[src/rtl/oled_spi_tx.sv]
// Byte-level 4-wire SPI transmitter (mode 0, MSB first) for an SSD1306-class OLED.
// Holds cs low across a burst until a byte flagged last has been shifted out.
module oled_spi_tx #(
  parameter int unsigned CLK_DIV = 4
) (
  input  logic       clk,
  input  logic       rst_n,
  input  logic [7:0] tx_data,
  input  logic       tx_dc,
  input  logic       tx_last,
  input  logic       tx_valid,
  output logic       tx_ready,
  output logic       sclk,
  output logic       sdin,
  output logic       dc,
  output logic       cs,
  output logic       busy
);

  localparam int unsigned CntW = (CLK_DIV > 1) ? $clog2(CLK_DIV) : 1;
  localparam logic [CntW-1:0] CntMax = CntW'(CLK_DIV - 1);
  localparam logic [CntW-1:0] CntOne = CntW'(1);

  typedef enum logic [2:0] {StIdle, StLow, StHigh, StHold, StGap} state_e;

  state_e          state_q, state_d;
  logic [CntW-1:0] cnt_q, cnt_d;
  logic [2:0]      bit_q, bit_d;
  logic [7:0]      sr_q, sr_d;
  logic            last_q, last_d;
  logic            sclk_q, sclk_d;
  logic            sdin_q, sdin_d;
  logic            dc_q, dc_d;
  logic            cs_q, cs_d;
  logic            ready_q, ready_d;
  logic            busy_q, busy_d;

  logic accept;
  logic phase_end;

  assign accept    = tx_valid && ready_q;
  assign phase_end = (cnt_q == CntMax);

  always_comb begin
    state_d = state_q;
    cnt_d   = cnt_q;
    bit_d   = bit_q;
    sr_d    = sr_q;
    last_d  = last_q;
    sclk_d  = sclk_q;
    sdin_d  = sdin_q;
    dc_d    = dc_q;
    cs_d    = cs_q;
    ready_d = ready_q;

    unique case (state_q)
      StIdle, StGap: begin
        sclk_d  = 1'b0;
        ready_d = 1'b1;
        if (state_q == StIdle) begin
          cs_d = 1'b1;
        end
        if (accept) begin
          // A GAP accept keeps cs low so the burst continues without a cs toggle.
          cs_d    = 1'b0;
          dc_d    = tx_dc;
          sdin_d  = tx_data[7];
          sr_d    = tx_data;
          last_d  = tx_last;
          bit_d   = 3'd7;
          cnt_d   = '0;
          ready_d = 1'b0;
          state_d = StLow;
        end
      end
      StLow: begin
        if (phase_end) begin
          cnt_d   = '0;
          sclk_d  = 1'b1;
          state_d = StHigh;
        end else begin
          cnt_d = cnt_q + CntOne;
        end
      end
      StHigh: begin
        if (phase_end) begin
          cnt_d  = '0;
          sclk_d = 1'b0;
          if (bit_q != 3'd0) begin
            sr_d    = {sr_q[6:0], 1'b0};
            sdin_d  = sr_q[6];
            bit_d   = bit_q - 3'd1;
            state_d = StLow;
          end else begin
            state_d = last_q ? StHold : StGap;
            ready_d = !last_q;
          end
        end else begin
          cnt_d = cnt_q + CntOne;
        end
      end
      StHold: begin
        if (phase_end) begin
          cnt_d   = '0;
          cs_d    = 1'b1;
          ready_d = 1'b1;
          state_d = StIdle;
        end else begin
          cnt_d = cnt_q + CntOne;
        end
      end
      default: begin
        state_d = StIdle;
        cs_d    = 1'b1;
        sclk_d  = 1'b0;
        cnt_d   = '0;
      end
    endcase

    busy_d = (state_d != StIdle) || !cs_d;
  end

  always_ff @(posedge clk or negedge rst_n) begin
    if (!rst_n) begin
      state_q <= StIdle;
      cnt_q   <= '0;
      bit_q   <= '0;
      sr_q    <= '0;
      last_q  <= 1'b0;
      sclk_q  <= 1'b0;
      sdin_q  <= 1'b0;
      dc_q    <= 1'b0;
      cs_q    <= 1'b1;
      ready_q <= 1'b0;
      busy_q  <= 1'b0;
    end else begin
      state_q <= state_d;
      cnt_q   <= cnt_d;
      bit_q   <= bit_d;
      sr_q    <= sr_d;
      last_q  <= last_d;
      sclk_q  <= sclk_d;
      sdin_q  <= sdin_d;
      dc_q    <= dc_d;
      cs_q    <= cs_d;
      ready_q <= ready_d;
      busy_q  <= busy_d;
    end
  end

  assign tx_ready = ready_q;
  assign sclk     = sclk_q;
  assign sdin     = sdin_q;
  assign dc       = dc_q;
  assign cs       = cs_q;
  assign busy     = busy_q;

endmodule
[config.mk]
export PLATFORM = sky130hd
export DESIGN_NAME = oled_spi_tx
export DESIGN_NICKNAME = d
export VERILOG_FILES = /design/src/rtl/oled_spi_tx.sv
export SDC_FILE = /design/constraint.sdc
export NUM_CORES = 1
export LEC_CHECK = 0
export ABC_AREA = 1
export CORE_MARGIN = 2
export CORE_UTILIZATION = 55
export CTS_CLUSTER_SIZE = 16
export DETAILED_ROUTE_END_ITERATION = 7
export DONT_BUFFER_PORTS = 1
export GPL_TIMING_DRIVEN = 0
export PLACE_DENSITY_LB_ADDON = 0.12
export SLEW_MARGIN = 20
export SYNTH_ARGS = -nofsm -noshare
export SYNTH_HDL_FRONTEND = slang
export SYNTH_SLANG_ARGS = --single-unit
[constraint.sdc]
create_clock -name clk -period 1.6 [get_ports clk]
set_input_delay 0 -clock clk [delete_from_list [all_inputs] [get_ports clk]]
set_output_delay 0 -clock clk [all_outputs]
set_load 0.005 [all_outputs]
-- Word-level counts from Yosys, hierarchy flattened
Cells that the tools add are included.
Widths: inputs -> output; s select.
- add/sub/neg operators: 2
- equal/unequal tests: 11
- muxes and demuxes: 33
- bitwise operators: 1
- reduce and logical (&&, ||, !) cells: 16
- operators by type and width (cell ; count):
    $mux 3 ; 9
    $mux 7 ; 3
    $pmux 7 s2 ; 1
    $ne 2x2->1 const B ; 6
    $pmux 3 s4 ; 1
    $mux 1 ; 11
    $pmux 1 s3 ; 3
    $reduce_bool 3->1 ; 3
    $reduce_and 4->1 ; 2
    $eq 3x2->1 const B ; 2
    $pmux 3 s2 ; 1
    $mux 2 ; 2
    $pmux 2 s2 ; 1
    $reduce_or 2->1 ; 2
    $eq 3x1->1 const B ; 1
    $eq 3x3->1 const B ; 1
    $logic_not 3->1 ; 1
    $reduce_and 3->1 ; 1
    $reduce_or 3->1 ; 1
    $sub 3x1->3 const B ; 1
    $add 2x1->2 const B ; 1
    $eq 2x2->1 const B ; 1
    $logic_not 1->1 ; 2
    $pmux 1 s2 ; 1
    other kinds (5) ; 5
- bits in registers: 22
- input port bits: 13
- output and inout bits: 6
- logic and storage cells: 74

-- Longest topological paths before layout
Gate-level depths: netlist (run 1).
- depth in word-level cells: 6
- depth in mapped cells: 9
- mapped depth without buffers: 8

-- Worst setup path after synthesis (run 1)
OpenSTA, ideal clock, no wires.
- path kind: flip-flop to flip-flop
- from: register cnt_q[0]
- to: register bit_q[2]
- library setup time: 117 ps
- data arrival time: 1091 ps
- data required time: 1483 ps
- path slack: 393 ps
- stages on the path, launching flop included: 8
- period minus slack after synthesis: 1207 ps
- path through: dfrtp_1 -> ha_1 -> inv_1 -> a21oi_2 -> nand2_2 -> buf_6 -> nand2_1 -> nand2_1
- cells in the longest elaborated chain, start to end: 3
- RTL lines (element ; RTL line ; RTL):
    from (decl) ; 27 ; logic [CntW-1:0] cnt_q, cnt_d;
    from (signal assigned) ; 138 ; cnt_q <= cnt_d;
    $eq 2x2->1 ; 42 ; assign phase_end = (cnt_q == CntMax);
    $ne 2x2->1 (no line) ; n/a ;
    $reduce_and 4->1 (no line) ; n/a ;
    to (signal assigned) ; 139 ; bit_q <= bit_d;
    to (decl) ; 28 ; logic [2:0] bit_q, bit_d;
Every way passes these cells.
A chain may end at the register's enable or synchronous reset.

-- Worst setup path in the final report (run 1)
- from: register state_q[0]
- to: register sr_q[0]
- cells in the longest elaborated chain, start to end: 4
- RTL lines (element ; RTL line ; RTL):
    from (decl) ; 26 ; state_e state_q, state_d;
    from (signal assigned) ; 125 ; state_q <= StIdle;
    from (signal assigned) ; 137 ; state_q <= state_d;
    $eq 3x3->1 or $logic_not 3->1 (tied branches) ; 56 ; unique case (state_q)
    $reduce_or 2->1 ; 56 ;
    $ne 2x2->1 (no line) or $reduce_bool 2->1 (tied branches) ; n/a ;
    $reduce_and 4->1 (no line) ; n/a ;
    to (signal assigned) ; 140 ; sr_q <= sr_d;
    to (decl) ; 29 ; logic [7:0] sr_q, sr_d;
Parallel ways exist; a longest one is shown, timed or not.

==> results of run 1 <==
-- flip-flops by register name, summed over array words and instances (netlist names), 2 cells and up --
name / count
sr_q: 7
state_q: 3
bit_q: 3
cnt_q: 2
-- area by class of cell --
type	instances	area, um2	area share [%]
plain buffers	4	31.28	2.283
clock buffers	4	26.28	1.918
inverters	14	52.55	3.836
multi-input cells	115	539.3	39.36
flip-flops and latches	22	551.8	40.27
well taps	27	33.78	2.466
repair buffers	14	135.1	9.863
-- cells in the final DEF, fill, tap and decap left out, drive strengths merged --
cell | synthesis | final
a21oi | 4 | 4
a22o | 1 | 1
a22oi | 1 | 1
buf | 4 | 5
clkbuf | 0 | 4
dfrtp | 21 | 21
dfstp | 1 | 1
dlygate4sd3 | 0 | 13
ha | 3 | 3
inv | 14 | 14
mux2 | 1 | 1
nand2 | 68 | 68
nand3 | 17 | 17
nor2 | 12 | 12
o21ai | 6 | 6
o22ai | 1 | 1
xnor2 | 1 | 1
-- metal layers --
metal	vias up	global-route usage (%)	wire length [um]
met5	-	0	0
met2	14	35.96	1088
met1	456	29.26	1167
met4	0	12.04	30
met3	4	4.167	53
li1	522	-	-
-- through the flow --
step | instance area [um2] | cells | power (W)
floorplan | 1172 | 155 | 0.002088
global placement | 1206 | 182 | 0.002308
detailed placement | 1206 | 182 | 0.002362
CTS | 1363 | 199 | 0.002671
global route | 1370 | 200 | 0.002957
finish | 1370 | 200 | 0.002661
-- synth_stat cells --
cell type	number	share of area (%)
a21oi_1	3	1.3
a21oi_2	1	0.75
a22o_1	1	0.75
a22oi_1	1	0.64
buf_2	1	0.43
buf_4	2	1.3
buf_6	1	0.96
dfrtp_1	21	45
dfstp_2	1	2.2
ha_1	3	3.2
inv_1	13	4.2
inv_2	1	0.32
mux2_2	1	0.96
nand2_1	64	20
nand2_2	4	2.1
nand3_1	17	7.3
nor2_1	11	3.5
nor2_4	1	0.96
o21ai_0	6	2.6
o22ai_1	1	0.53
xnor2_1	1	0.75
-- where the power goes --
part | leakage [nW] | internal, W | switching, W | total [W]
registers | 0.266 | 0.000835 | 0.000185 | 0.00102
logic | 0.443 | 0.000535 | 0.000843 | 0.00138
clock network | 0.0150 | 0.0000974 | 0.000165 | 0.000262
-- final timing paths --
path,from,depth (start not counted),to,slack (ns)
worst min-delay path,rst_n,2,bit_q[2],0.16
worst min register to register,sr_q[6],2,sr_q[6],0.49
min in group clk,tx_dc,2,dc,0.36
worst max-delay path,state_q[0],4,sr_q[0],0.14
worst max register to register,state_q[0],4,sr_q[0],0.14
max in group asynchronous,rst_n,2,cs,1.09
-- what timing repair did --
item | in CTS | in global routing
hold endpoints to repair | 33 | 21
endpoints found under the setup margin | 0 | 5
buffers inserted | 0 | 0
resized for setup | 0 | 1
hold buffers | 13 | 1
-- logic make-up (layout without fill, tap and decap cells) --
kind of cell,after synthesis,count (layout),synth area share (%)
simple gates,97,97,34.36
compound gates,13,13,6.511
fa+ha+maj,3,3,3.202
buf+inv,18,36,7.150
mux,1,1,0.9604
flops,22,22,47.07
xor+xnor,1,1,0.7472
-- critical path, stage by stage (launching register included) --
cell	delay, ns
dfrtp_1	0.46
nor2_2	0.21
nand3_1	0.11
dlygate4sd3_1	0.56
nand2_1	0.07
==> implementation parameters, run 1 <==
Parameter                              Value

Outcome
  Run status ... complete, no violations

Yosys
  Number of register bits inferred by synthesis ... 22
  Number of distinct standard cells referenced by the synthesized netlist ... 21
  Syn Nets ... roughly 170
  Number of instances in the synthesized netlist ... around 160
  Number of synthesis warnings ... 0
  Syn Area/Cell ... 7.564 um2
  Combined area of all synthesized cells ... 0.001172 mm2
  Post-synthesis sequential area ratio ... a little under half

STA
  Max Slew Vio Count ... 0
  Post-route clock period utilization ... 91.38%
  Final Setup Violations ... 0
  Clock period minus worst slack ... 1.462 ns
  Achievable frequency ... around 680 MHz
  Smallest setup slack after layout ... between 0.1 and 0.15 ns
  Setup TNS after final layout ... 0 ns
  Fin Clk Skew ... just over 0.002 ns
  Setup repair after global routing missed its margin ... no
  Relative slew slack ... around two thirds
  Final hold violation count ... 0
  Worst hold slack after final layout ... about 0.16 ns
  Least-Margin Pin Slew ... 0.4709 ns

Global routing
  Initial antenna violation count ... 0
  Vias in the first global route ... approximately 1000
  Global-route wire length before repair ... ~4200 um
  GRT overflow ... 0
  Global-route usage over all layers ... 22.67%
  Maximum number of pins on one net before global-route repair ... 23

Final layout
  Total number of nets in the final design ... 190
  Synth-to-layout area growth ... 16.86%
  Share of final-layout standard cells stronger than drive strength 1 ... 10.40%
  Fill cell total of the finished layout ... 179
  Final design utilization ... between 60 and 70%
  Total inserted antenna cells ... 0

Drt
  Router iterations before antenna repair ... 4
  DRC violations left ... 0
  Avg Vias per Cell ... approximately 5.0
  Post-detailed-route wirelength per cell ... around 12 um
  Final Routed Wirelength ... 2339 um
  Total vias in the final route ... ~1000
  DRT antenna net count ... 0
  Violation count after the first detailed-route iteration ... 22

Clock tree
  Number of levels the H-tree was split into ... 1
  Cell at the root of the clock tree ... clkbuf_4
  Clk sinks ... 22
  CTS tree ... done
  Later-pin clock latency in the skew report ... 0.31 ns
  Clock tree buffer depth ... 2
  Clock edge transition at the registers on the reported setup and hold paths ... about 0.12 ns
  CTS buffer count ... 3

Floorplan
  Cell row count ... 16
  Starting density of the core ... about three fifths
  Total die area ... 0.002517 mm2
  Number of primary I/O pins ... 19
  Area of the core region ... 0.001982 mm2
  Y dimension of the die ... approximately 50 um
  X dimension of the die ... 50.17 um

Critical path
  Kind of critical path ... flop to flop
  CP Max Fanout ... 4
  Required time at the worst-slack endpoint ... 1.86 ns
  Critical path data arrival time ... 1.72 ns
  Nature of the critical path endpoint ... flop
  Crit path launch type ... flop

Placed design
  Hpwl dp ... 1594 um
  Worst slack after detailed placement ... 0.1801 ns
  # port buffers ... 0
  RD Place Congestion ... a little over 0.8

Worst hold path
  Path type of the worst min-delay path ... input port to asynchronous set/reset pin

Flow run
  Max capacitance violation total ... 0

Power and ir drop
  Pwr/cell area ... ~1900 mW/mm2
  VDD IR max ... 1.034 mV
  Static leakage ... around 0.72 nW
No activity file was read; power rests on OpenSTA's default activity.
==> run 2: changes to the inputs <==
--- a/config.mk
+++ b/config.mk
@@ -6,14 +6,13 @@
 export NUM_CORES = 1
 export LEC_CHECK = 0
 export ABC_AREA = 1
-export CORE_MARGIN = 2
+export CORE_MARGIN = 5
 export CORE_UTILIZATION = 55
 export CTS_CLUSTER_SIZE = 16
 export DETAILED_ROUTE_END_ITERATION = 7
 export DONT_BUFFER_PORTS = 1
 export GPL_TIMING_DRIVEN = 0
 export PLACE_DENSITY_LB_ADDON = 0.12
-export SLEW_MARGIN = 20
 export SYNTH_ARGS = -nofsm -noshare
 export SYNTH_HDL_FRONTEND = slang
 export SYNTH_SLANG_ARGS = --single-unit
==> run 2 against run 1 <==
Combinational power about the same; wire length about the same; setup slack better by 0.022 ns; via count up 2.0%; non-clock buffer count down 1; core utilization down 0.44 points; largest cell class unchanged; largest power group unchanged.
==> implementation parameters, run 2 (synthesis gave the netlist of run 1 again) <==
Parameter                              Value

Outcome
  Run status ... complete, no violations

Drt
  Final Routed Wirelength ... 2338 um (about the same)
  Post-detailed-route wirelength per cell ... 11.75 um (+0.46%)
  DRC violations left ... 0 (unchanged)
  Avg Vias per Cell ... 5.106 (+2.5%)
  Router iterations before antenna repair ... 4 (unchanged)
  Violation count after the first detailed-route iteration ... 46 (+110%)
  Total vias in the final route ... 1016 (+2.0%)
  DRT antenna net count ... 0 (unchanged)

Floorplan
  Number of primary I/O pins ... 19 (unchanged)
  Total die area ... 0.003155 mm2 (+25%)
  Cell row count ... 16 (unchanged)
  Area of the core region ... 0.002002 mm2 (+1.0%)
  Starting density of the core ... 58.56% (-0.59 points)
  Y dimension of the die ... 56.17 um (+12%)
  X dimension of the die ... 56.17 um (+12%)

STA
  Achievable frequency ... 694.5 MHz (+1.5%)
  Relative slew slack ... 34.15% (-34 points)
  Post-route clock period utilization ... 89.99% (-1.4 points)
  Final Setup Violations ... 0 (unchanged)
  Setup repair after global routing missed its margin ... no
  Setup TNS after final layout ... 0 ns (unchanged)
  Final hold violation count ... 0 (unchanged)
  Least-Margin Pin Slew ... 0.9845 ns (+0.5136 ns)
  Max Slew Vio Count ... 0 (unchanged)
  Clock period minus worst slack ... 1.440 ns (-0.02223 ns)
  Fin Clk Skew ... 0.01047 ns (+0.008394 ns)

Global routing
  GRT overflow ... 0 (unchanged)
  Vias in the first global route ... 1028 (+3.3%)
  Global-route usage over all layers ... 16.82% (-5.8 points)
  Initial antenna violation count ... 0 (unchanged)
  Global-route wire length before repair ... 4305 um (+1.6%)
  Maximum number of pins on one net before global-route repair ... 23 (unchanged)

Power and ir drop
  Net switching share of the total power ... 44.49% (-0.35 points)
  Share of power burned in registers ... 37.6% (-0.7 points)
  Tot Pwr ... 0.002719 W (+2.2%)
  Power share of the clock group ... 11.6% (+1.8 points)
  Static leakage ... 0.7267 nW (+0.29%)
  Power spent charging and discharging nets ... 0.001210 W (+1.4%)
  Pwr/cell area ... 1978 mW/mm2 (+1.8%)
  VDD IR max ... 1.302 mV (+26%)
  Relative contribution of combinational cells to total power ... 50.8% (-1.0 points)
  P_int ... 0.001509 W (+2.9%)

Clock tree
  Later-pin clock latency in the skew report ... 0.32 ns (about the same)
  Cell at the root of the clock tree ... clkbuf_4
  CTS buffer count ... 3 (unchanged)
  Number of levels the H-tree was split into ... 1 (unchanged)
  Setup Buffers After CTS ... 0 (unchanged)
  Clock tree buffer depth ... 2 (unchanged)
  CTS tree ... done
  Clk sinks ... 22 (unchanged)
  Clock edge transition at the registers on the reported setup and hold paths ... 0.13 ns (about the same)

Critical path
  Required time at the worst-slack endpoint ... 1.87 ns (about the same)
  CP Max Fanout ... 4 (unchanged)
  Kind of critical path ... flop to flop
  Crit Reg-Reg Endpoint ... sr_q[0]
  Worst path cell trace ... nor2_2 -> nand3_1 -> dlygate4sd3_1 -> nand2_1
  Nature of the critical path endpoint ... flop
  Crit path launch type ... flop
  Worst R2R Setup Slack ... 0.16 ns (+0.02 ns)
  Critical path data arrival time ... 1.71 ns (about the same)
  Reg2reg start ... state_q[0]
  Critical path's largest stage delay ... 0.56 ns (about the same)
  Worst path slowest cell ... dlygate4sd3_1
  Number of cells on the worst reg-to-reg path ... 4 (unchanged)

Final layout
  Total number of nets in the final design ... 189 (-0.53%)
  Commonest non-fill, non-tap cell in the layout ... nand2_1
  Total inserted antenna cells ... 0 (unchanged)
  Final std cells w/o fill ... 199 (-0.50%)
  Synth-to-layout area growth ... 17.29%
  Combined area of the multi-input logic cells ... 539.3 um2 (unchanged)
  Share of final-layout standard cells stronger than drive strength 1 ... 10.47% (+0.060 points)
  Reg with most FFs ... sr_q
  Storage cell area ... 551.8 um2 (unchanged)
  Commonest cells after routing, fill and taps aside ... nand2_1 (64), dfrtp_1 (21), nand3_1 (17)
  Number of flip-flops under the largest register name ... 7 (unchanged)
  Fill cell total of the finished layout ... 173 (-3.4%)
  Registers with the most flip-flops ... sr_q: 7 flops, bit_q: 3 flops, state_q: 3 flops

Worst hold path
  Path type of the worst min-delay path ... input port to asynchronous set/reset pin

Placed design
  # port buffers ... 0 (unchanged)
  Instance count after placement with tap cells included ... 182 (unchanged)
  Hpwl dp ... 1629 um (+2.2%)
  RD Place Congestion ... 0.8610 (+3.9%)

Flow run
  Max capacitance violation total ... 0 (unchanged)
## run 2: per-stage QoR
step / setup WS (ns) / instance area [um2] / hold slack, ns / util [%]
3_3_place_gp: 0.2305 / 1206 / -0.2951 / 60.25
6_report: 0.1601 / 1375 / 0.2734 / 68.69
2_1_floorplan: 0.3927 / 1172 / -0.2956 / -
5_1_grt: 0.05580 / 1375 / 0.3719 / 68.69
3_5_place_dp: 0.2135 / 1206 / -0.2949 / 60.25
4_1_cts: 0.1292 / 1373 / 0.3255 / 68.56
## run 2: worst max path at each step
stage / start / endpoint / slack (ns) / cells past startpoint
6_report: state_q[0] / sr_q[0] / 0.16 / 4
5_1_grt: cnt_q[0] / sr_q[0] / 0.06 / 7
4_1_cts: state_q[0] / sr_q[0] / 0.13 / 4
3_5_place_dp: cnt_q[0] / sr_q[1] / 0.21 / 7
3_3_place_gp: cnt_q[0] / sr_q[0] / 0.23 / 7
2_1_floorplan: cnt_q[0] / bit_q[2] / 0.39 / 7
## run 2: area by class of cell
class / count / area share, %
Sequential cell: 22 / 40.13
Tap cell: 27 / 2.457
Buffer: 4 / 2.275
Inverter: 14 / 3.822
Timing Repair Buffer: 13 / 9.463
Clock buffer: 4 / 2.639
Multi-Input combinational cell: 115 / 39.22
## run 2: critical path: cells and delay by family, from the launching register on
| kind | cells | cell delay, ns |
|---|---|---|
| simple gates | 3 | 0.35 |
| flops | 1 | 0.47 |
| buf+inv | 1 | 0.56 |
## run 2: power groups by stage
| stage | registers (W) | logic, W | clock network [W] |
|---|---|---|---|
| after global placement | 0.00102 | 0.00130 | 0 |
| final | 0.00102 | 0.00138 | 0.000315 |
| after global routing | 0.00106 | 0.00161 | 0.000340 |
| after CTS | 0.00102 | 0.00138 | 0.000322 |
| after detailed placement | 0.00103 | 0.00134 | 0 |
| after floorplan | 0.000985 | 0.00110 | 0 |
## run 2: timing repair
item | 4_1_cts | 5_1_grt
endpoints found under the setup margin | 0 | 1
hold buffers | 13 | 0
hold endpoints to repair | 33 | 0
gates resized for setup | 0 | 1
## run 2: metal layers
metal	track usage (%)	wire, um	up-vias	part of all wire [%]
met5	0	0	-	0
met4	6.102	24	0	1.0
met3	2.320	139	4	5.9
met2	27.88	1087	28	46
met1	22.19	1086	464	46
li1	-	-	520	-
